[src/rtl/onehot_decoder_stream.sv]
// Registered binary-to-one-hot decoder on a valid/ready stream.
// A main/skid register pair gives full throughput with a flop-driven I_ready.
module onehot_decoder_stream #(
    parameter int N  = 4,
    parameter int IW = 2
) (
    input  logic          CLK,
    input  logic          RESET,
    input  logic [IW-1:0] I,
    input  logic          I_valid,
    output logic          I_ready,
    output logic [N-1:0]  O,
    output logic          O_err,
    output logic          O_valid,
    input  logic          O_ready,
    output logic          ERR,
    input  logic          CLEAR
);

    typedef enum logic [1:0] {
        EMPTY = 2'b00,
        ONE   = 2'b01,
        FULL  = 2'b10
    } state_t;

    state_t state, state_n;

    logic         ready_q;
    logic         err_q;
    logic [N-1:0] main_o, skid_o;
    logic         main_err, skid_err;

    logic [N-1:0] dec;
    logic         dec_err;
    logic         acc;
    logic         ld_main_in, ld_main_skid, ld_skid, drain;

    // An index with no matching output bit is exactly the out-of-range case.
    always_comb begin
        dec = '0;
        for (int k = 0; k < N; k++) begin
            if (I == IW'(k)) dec[k] = 1'b1;
        end
        dec_err = ~|dec;
    end

    assign acc = I_valid & ready_q;

    always_comb begin
        state_n      = state;
        ld_main_in   = 1'b0;
        ld_main_skid = 1'b0;
        ld_skid      = 1'b0;
        drain        = 1'b0;
        unique case (state)
            EMPTY: begin
                if (acc) begin
                    state_n    = ONE;
                    ld_main_in = 1'b1;
                end
            end
            ONE: begin
                if (acc && O_ready) begin
                    ld_main_in = 1'b1;
                end else if (acc) begin
                    state_n = FULL;
                    ld_skid = 1'b1;
                end else if (O_ready) begin
                    state_n = EMPTY;
                    drain   = 1'b1;
                end
            end
            FULL: begin
                if (O_ready) begin
                    state_n      = ONE;
                    ld_main_skid = 1'b1;
                end
            end
            default: state_n = EMPTY;
        endcase
    end

    always_ff @(posedge CLK) begin
        if (RESET) begin
            state   <= EMPTY;
            ready_q <= 1'b1;
        end else begin
            state   <= state_n;
            ready_q <= (state_n != FULL);
        end
    end

    // Main is zeroed on drain so O reads all zeros while O_valid is low.
    always_ff @(posedge CLK) begin
        if (RESET) begin
            main_o   <= '0;
            main_err <= 1'b0;
            skid_o   <= '0;
            skid_err <= 1'b0;
        end else begin
            if (ld_main_in) begin
                main_o   <= dec;
                main_err <= dec_err;
            end else if (ld_main_skid) begin
                main_o   <= skid_o;
                main_err <= skid_err;
            end else if (drain) begin
                main_o   <= '0;
                main_err <= 1'b0;
            end
            if (ld_skid) begin
                skid_o   <= dec;
                skid_err <= dec_err;
            end else if (ld_main_skid) begin
                skid_o   <= '0;
                skid_err <= 1'b0;
            end
        end
    end

    // Setting takes priority over CLEAR in the same cycle.
    always_ff @(posedge CLK) begin
        if (RESET) begin
            err_q <= 1'b0;
        end else if (acc && dec_err) begin
            err_q <= 1'b1;
        end else if (CLEAR) begin
            err_q <= 1'b0;
        end
    end

    assign I_ready = ready_q;
    assign O       = main_o;
    assign O_err   = main_err;
    assign O_valid = (state != EMPTY);
    assign ERR     = err_q;

endmodule

[config.mk]
export PLATFORM = sky130hd
export DESIGN_NAME = onehot_decoder_stream
export DESIGN_NICKNAME = d
export VERILOG_FILES = /design/src/rtl/onehot_decoder_stream.sv
export SDC_FILE = /design/constraint.sdc
export NUM_CORES = 1
export LEC_CHECK = 0
export BUFFER_PORTS_ARGS = -buffer_cell sky130_fd_sc_hd__buf_2
export CAP_MARGIN = 20
export CORE_MARGIN = 8
export CORE_UTILIZATION = 43
export DETAILED_ROUTE_END_ITERATION = 8
export GPL_TIMING_DRIVEN = 0
export PLACE_DENSITY_LB_ADDON = 0.15
export SLEW_MARGIN = 10
export SYNTH_ARGS = -nofsm -noshare
export SYNTH_HDL_FRONTEND = slang
export SYNTH_SLANG_ARGS = --single-unit
export TNS_END_PERCENT = 100
[constraint.sdc]
create_clock -name CLK -period 2.35 [get_ports CLK]
set_clock_uncertainty 0.2 [all_clocks]
set_input_delay 0.47 -clock CLK [delete_from_list [all_inputs] [get_ports CLK]]
set_output_delay 0.47 -clock CLK [all_outputs]
set_load 0.02 [all_outputs]
==> reports/metrics.yaml, run 1 <==
clock_tree:
  post_cts_resized: 0
  cts_tree: "done"
  ctsHtreeMaxLevel: 1
  clock_path_buffers: 2
  cts_hold_buf: 0
  cts_root_buffer: "clkbuf_4"
  numCtsBuffers: 3
  clkSinkCount: 14
  clk_pin_slew_ps: 80
  clk_latency_ps: 280
  postCtsSetupBuffers: 0
synthesis:
  netlist_instances: 70
  synth.avg_cell_area_um2: 9.24
  synth_xor_area_share_pct: 1.35
  synthAdderAreaFrac_pct: 0
  synth_top_family_by_area: "simple AND/OR/NAND/NOR gates"
  synthesis.area_um2: 647
  synth_fp_nets: 77
  ys_warn_count: 0
  seq_area_frac_synth_pct: 43.3
  synth-simple-area-share_pct: 31.7
  muxShareOfSynthArea_pct: 0
  synth_seq_cells: 14
  synth_compound_area_share_pct: 19.9
  synth.distinct_cells: 33
finish:
  final_common_cell: "buf_2"
  layout_common_cells: "buf_2 (15), dfxtp_1 (14), a21oi_1 (8)"
  fillers: 144
  fin_area_um2: 759
  drive_gt1_share_pct: 31.0
  syn2layout_area_growth_pct: 17.4
  diodes: 0
  final_util_pct: 52.2
  final_nets: 96
drt:
  via_count: 554
  drt-initial-drc-count: 13
  ant_nets: 0
  drc_errors: 0
  drt-pass1-iter-count: 4
  drt-vias-per-instance: 5.38
  wl_per_cell_um: 13.8
  drt-total-wl_um: 1420
global_route:
  grt_usage_pct: 10.6
  antenna_found_initial: 0
  grt_use_met1_pct: 13.5
  grt_max_degree: 11
  use_met3_pct: 3.53
  top_usage_layer: "met2"
  grtUsageMet2_pct: 15.3
  grt_pass1_vias: 518
  grt_overflow_total: 0
  grt_pass1_wl_um: 2350
floorplan:
  die_y_um: 54.8
  rows: 14
  core_um2: 1450
  io_pins: 15
  fp.dieArea_um2: 3000
  start_util_pct: 44.5
  die_w_um: 54.8
power_and_ir_drop:
  worst_ir_drop_vdd_mv: 0.317
  leakage_nw: 0.319
  cellPowerDensity_nw_per_um2: 635
timing:
  tightest_slew_ps: 455
  final_hold_viol_count: 0
  setup_slack_ps: 531
  rsz0062_at_grt: "no"
  holdWs_ps: 144
  max_freq_mhz: 550
  setup_viol: 0
  fin_crit_ps: 1820
  totalNegativeSetupSlack_ps: 0
  finalCritPeriodShare_pct: 77.4
  max_slew_margin_pct: 69.7
  slew_viol_final: 0
setup_path:
  required_ps: 1680
  criticalPathCategory: "reg -> out"
  path_max_fanout: 7
  crit_path_start_kind: "flip-flop"
  arrival_ps: 1150
  worstSetupEndpointType: "primary output"
status:
  status: "complete, no violations"
placement:
  place_area_um2: 737
  dpl_worst_slack_ps: 580
  port_buffers: 14
  gp_congestion: 0.769
  place_hpwl_um: 1070
run:
  maxCapViolCount: 0
hold_path:
  worstHoldPathType: "in -> reg"
final cells by class:
type / count / area [um^2] / share of cell area (%)
Timing Repair Buffer: 14 / 70.1 / 9.23
Multi-Input combinational cell: 50 / 343 / 45.1
Tap cell: 16 / 20.0 / 2.64
Sequential cell: 14 / 280 / 36.9
Inverter: 4 / 15.0 / 1.98
Buffer: 2 / 8.76 / 1.15
Clock buffer: 3 / 22.5 / 2.97
worst max-delay path: stages (launching register included):
cell and delay, ps:
dfxtp_1 390, or2_2 320, buf_2 160
sequential cells by signal (all words and copies together) (netlist names):
signal,count
ERR,1
I_ready,1
state,2
skid_o,4
skid_err,1
O_err,1
O,4
synthesized netlist by cell type:
library cell	count	share of area (%)
nand3b_1	2	2.3
xor2_1	1	1.4
nor3_1	3	2.3
a21oi_1	8	6.2
nor2b_1	1	0.97
nor2b_2	1	1.4
nor2_1	5	2.9
nand2_1	3	1.7
nand3_1	3	2.3
a2bb2oi_2	1	2.3
a221oi_2	1	2.3
nand3b_4	1	3.1
or2_2	1	0.97
clkbuf_1	1	0.58
or2b_2	1	1.4
dfxtp_1	14	43
and2_2	1	1.2
o21bai_1	2	2.3
buf_2	1	0.77
o21ai_0	1	0.77
nand2b_1	1	0.97
inv_1	4	2.3
a211oi_1	1	1.2
or4_1	1	1.2
nor4b_1	1	1.4
nor3b_1	1	1.2
a221oi_1	2	2.7
and2b_4	1	1.5
nand4b_1	2	2.7
or3_1	1	0.97
a22oi_1	1	1.2
and2b_2	1	1.4
a31oi_1	1	0.97
kinds of logic (layout without fill, tap and decap cells):
logic type,count (synthesis),after routing
AO/OA/AOI/OAI,18,18
XOR/XNOR,1,1
buffers and inverters,6,23
flip-flops,14,14
AND/OR/NAND/NOR,31,31
power breakdown:
part / switching (W) / internal, W
registers: 0.00000839 / 0.000248
logic: 0.0000531 / 0.0000369
clock network: 0.0000764 / 0.0000595
through the flow:
step / instances / power [W]
final: 103 / 0.000482
after global routing: 103 / 0.000506
after CTS: 103 / 0.000485
after detailed placement: 100 / 0.000353
after global placement: 100 / 0.000352
after floorplan: 70 / 0.000322
final timing paths:
check,slack (ps),end,start,depth (start not counted)
max reg2reg,660,O[1]$_SDFFE_PP0P_,state[1]$_SDFF_PP0_,4
min reg2reg,260,O[0]$_SDFFE_PP0P_,O[0]$_SDFFE_PP0P_,2
min,140,ERR$_SDFFE_PP0P_,CLEAR,2
max,530,O_valid,state[0]$_SDFF_PP0_,2
routing by layer:
layer,wire (um),vias to the layer above
met5,0,-
li1,-,294
met4,27,0
met3,111,4
met2,612,18
met1,670,238
(Power assumes the default switching activity.)
==> inputs of run 2 (changes only) <==
--- a/config.mk
+++ b/config.mk
@@ -5,6 +5,7 @@
 export SDC_FILE = /design/constraint.sdc
 export NUM_CORES = 1
 export LEC_CHECK = 0
+export ABC_AREA = 1
 export BUFFER_PORTS_ARGS = -buffer_cell sky130_fd_sc_hd__buf_2
 export CAP_MARGIN = 20
 export CORE_MARGIN = 8
==> constraint.sdc (replaced) <==
create_clock -name CLK -period 1.6 [get_ports CLK]
set_clock_uncertainty 0.2 [all_clocks]
set_input_delay 0.32 -clock CLK [delete_from_list [all_inputs] [get_ports CLK]]
set_output_delay 0.32 -clock CLK [all_outputs]
set_load 0.02 [all_outputs]
==> run 2 against run 1 <==
Against the previous run: final cell count grew 29%; combinational power grew 62%; synthesized cell count grew 41%; highest routed layer unchanged; first-iteration DRC count grew 15%; via count grew 14%; area after synthesis grew 13%; critical endpoint unchanged; critical path depth grew 1.
==> reports/metrics.yaml, run 2 <==
setup_path:
  path_max_fanout: 4  # -3
  regToRegEndpoint: "skid_o[0]$_SDFFE_PP0P_"
  crit_path_end: "O_valid"
  worst-r2r-cell-count: 6  # +2
  criticalPathCategory: "reg -> out"
  arrival_ps: 1010  # -140 ps
  rrSetupSlack_ps: 280  # -380 ps
  r2r-start: "I_ready$_SDFF_PP1_"
  crit_path_start: "state[1]$_SDFF_PP0_"
  crit_path_start_kind: "flip-flop"
  required_ps: 1080  # -600 ps
  worstSetupEndpointType: "primary output"
drt:
  drt-vias-per-instance: 4.77  # -11%
  drt-pass1-iter-count: 4  # unchanged
  wl_met3_um: 55  # -50%
  drt-total-wl_um: 1470  # +3.4%
  drt-initial-drc-count: 15  # +2
  drc_errors: 0  # unchanged
  via_count: 634  # +14%
  wl_met1_um: 780  # +16%
  ant_nets: 0  # unchanged
  wl_per_cell_um: 11.0  # -20%
  met2_length_um: 622  # +1.6%
  top_layer_used: "met4"
timing:
  final_hold_viol_count: 0  # unchanged
  totalNegativeSetupSlack_ps: 0  # unchanged
  max_freq_mhz: 654
  finalCritPeriodShare_pct: 95.6
  rsz0062_at_grt: "no"
  max_slew_margin_pct: 85.8  # +16 points
  holdWs_ps: 126  # -17.3 ps
  tightest_slew_ps: 213  # -241 ps
  setup_viol: 0  # unchanged
  fin_crit_ps: 1530
  slew_viol_final: 0  # unchanged
synthesis:
  synth.distinct_cells: 19  # -42%
  ys_warn_count: 0  # unchanged
  yosysTopAreaCell: "dfxtp_1"
  synth_fp_nets: 106  # +38%
  synthesis.area_um2: 732  # +13%
  synth_seq_cells: 14  # unchanged
  synth_ff_type: "dfxtp_1"
  synth_edf_count: 0  # unchanged
  seq_area_frac_synth_pct: 38.3  # -5.0 points
  yosysMostFrequentCell: "nand2_1"
  netlist_instances: 99  # +41%
  synth.avg_cell_area_um2: 7.39  # -20%
  synthTopCellsByArea: "dfxtp_1 (38%), nand2_1 (11%), nor2_1 (8.2%)"
  synth-async-reset-ratio_pct: 0  # unchanged
  yosysTopAreaCellShare_pct: 38.3  # -5.0 points
  synth_common_cells: "nand2_1 (21), nor2_1 (16), dfxtp_1 (14)"
finish:
  final_nets: 125  # +30%
  fin_area_um2: 858  # +13%
  final_cells: 133  # +29%
  final_common_cell: "nand2_1"
  layout_common_cells: "nand2_1 (21), nor2_1 (16), buf_2 (14)"
  syn2layout_area_growth_pct: 17.3
  drive_gt1_share_pct: 34.5  # +3.4 points
  diodes: 0  # unchanged
  final_util_pct: 51.4  # -0.85 points
floorplan:
  die_w_um: 57.3  # +4.5%
  fp.dieArea_um2: 3280  # +9.2%
  core_um2: 1670  # +15%
  start_util_pct: 43.8  # -0.67 points
  io_pins: 15  # unchanged
  rows: 15  # +1
  die_y_um: 57.3  # +4.5%
power_and_ir_drop:
  clkPwrFrac_pct: 27.3  # -0.9 points
  internal_power_w: 0.000501  # +45%
  cellPowerDensity_nw_per_um2: 831  # +31%
  worst_ir_drop_vdd_mv: 0.420  # +32%
  seqPwrFrac_pct: 52.2  # -1.0 points
  combPwrFrac_pct: 20.5  # +1.9 points
  swShare_pct: 29.7  # +1.2 points
  leakage_nw: 0.393  # +23%
  p_sw_w: 0.000212  # +54%
global_route:
  grt_max_degree: 9  # -2
  grt_usage_pct: 10.5  # -0.19 points
  antenna_found_initial: 0  # unchanged
  grt_pass1_wl_um: 2810  # +20%
  grt_overflow_total: 0  # unchanged
  grt_pass1_vias: 630  # +22%
hold_path:
  worstHoldPathType: "in -> reg"
  hold_path_depth: 2  # unchanged
clock_tree:
  clkSinkCount: 14  # unchanged
  numCtsBuffers: 3  # unchanged
  ctsHtreeMaxLevel: 1  # unchanged
  clock_path_buffers: 2  # unchanged
  postCtsSetupBuffers: 0  # unchanged
  clk_pin_slew_ps: 90  # about the same
  cts_root_buffer: "clkbuf_4"
  clk_latency_ps: 270  # about the same
  cts_tree: "done"
placement:
  gp_congestion: 0.794  # +3.1%
  dp_cells: 129  # +29%
  port_buffers: 13  # -1
  place_hpwl_um: 1170  # +9.1%
  place_area_um2: 818  # +11%
status:
  status: "complete, no violations"
run:
  maxCapViolCount: 0  # unchanged
run 2: cell type report:
cell class                 instances  area [um^2]
fill                             188          812
clock buffer                       3         22.5
tap                               17         21.3
multi-input combinational         72          399
sequential                        14          288
inverter                          12         47.5
timing repair buffer              14         75.1
buffer                             1         5.00
run 2: routing by layer:
layer	GRT usage [%]	vias to the layer above
met5	0	-
met4	3.21	0
met3	2.91	4
met2	16.4	17
met1	13.4	263
li1	-	350
run 2: worst min path at each step:
stage	from	end	slack, ps
floorplan	CLEAR	ERR$_SDFFE_PP0P_	190
global placement	ERR$_SDFFE_PP0P_	ERR$_SDFFE_PP0P_	230
detailed placement	ERR$_SDFFE_PP0P_	ERR$_SDFFE_PP0P_	230
CTS	RESET	skid_o[2]$_SDFFE_PP0P_	120
global route	RESET	skid_o[2]$_SDFFE_PP0P_	140
finish	RESET	skid_o[2]$_SDFFE_PP0P_	130
run 2: repair_timing:
action | in CTS | in global routing
gates resized for setup | 2 | 2
hold buffers | 1 | 0
endpoints found under the setup margin | 1 | 1
pin swaps | 0 | 0
gates cloned | 0 | 0
hold endpoints to repair | 1 | 0
run 2: cell families (layout without fill, tap and decap cells):
logic type	Yosys count	count (layout)	share of synthesized area [%]
buffers and inverters	13	30	7.18
AOI/OAI and AO/OA	6	6	6.15
and+or+nand+nor	66	66	48.4
DFF	14	14	38.3
run 2: power by group through the flow:
stage | registers, W | logic [W] | clock network (W)
6_report | 0.000372 | 0.000146 | 0.000194
5_1_grt | 0.000375 | 0.000166 | 0.000213
4_1_cts | 0.000374 | 0.000148 | 0.000206
3_5_place_dp | 0.000382 | 0.000146 | 0
3_3_place_gp | 0.000381 | 0.000144 | 0
2_1_floorplan | 0.000395 | 0.0000917 | 0
run 2: critical path, stage by stage, from the launching register on:
cell	delay [ps]
dfxtp_4	390
inv_2	60
nand2_2	100
buf_2	170
run 2: per-stage QoR:
stage | setup WS [ps] | power, W
3_3_place_gp | 217 | 0.000526
3_5_place_dp | 192 | 0.000528
4_1_cts | 28.4 | 0.000729
6_report | 70.9 | 0.000713
2_1_floorplan | 243 | 0.000487
5_1_grt | 23.5 | 0.000754
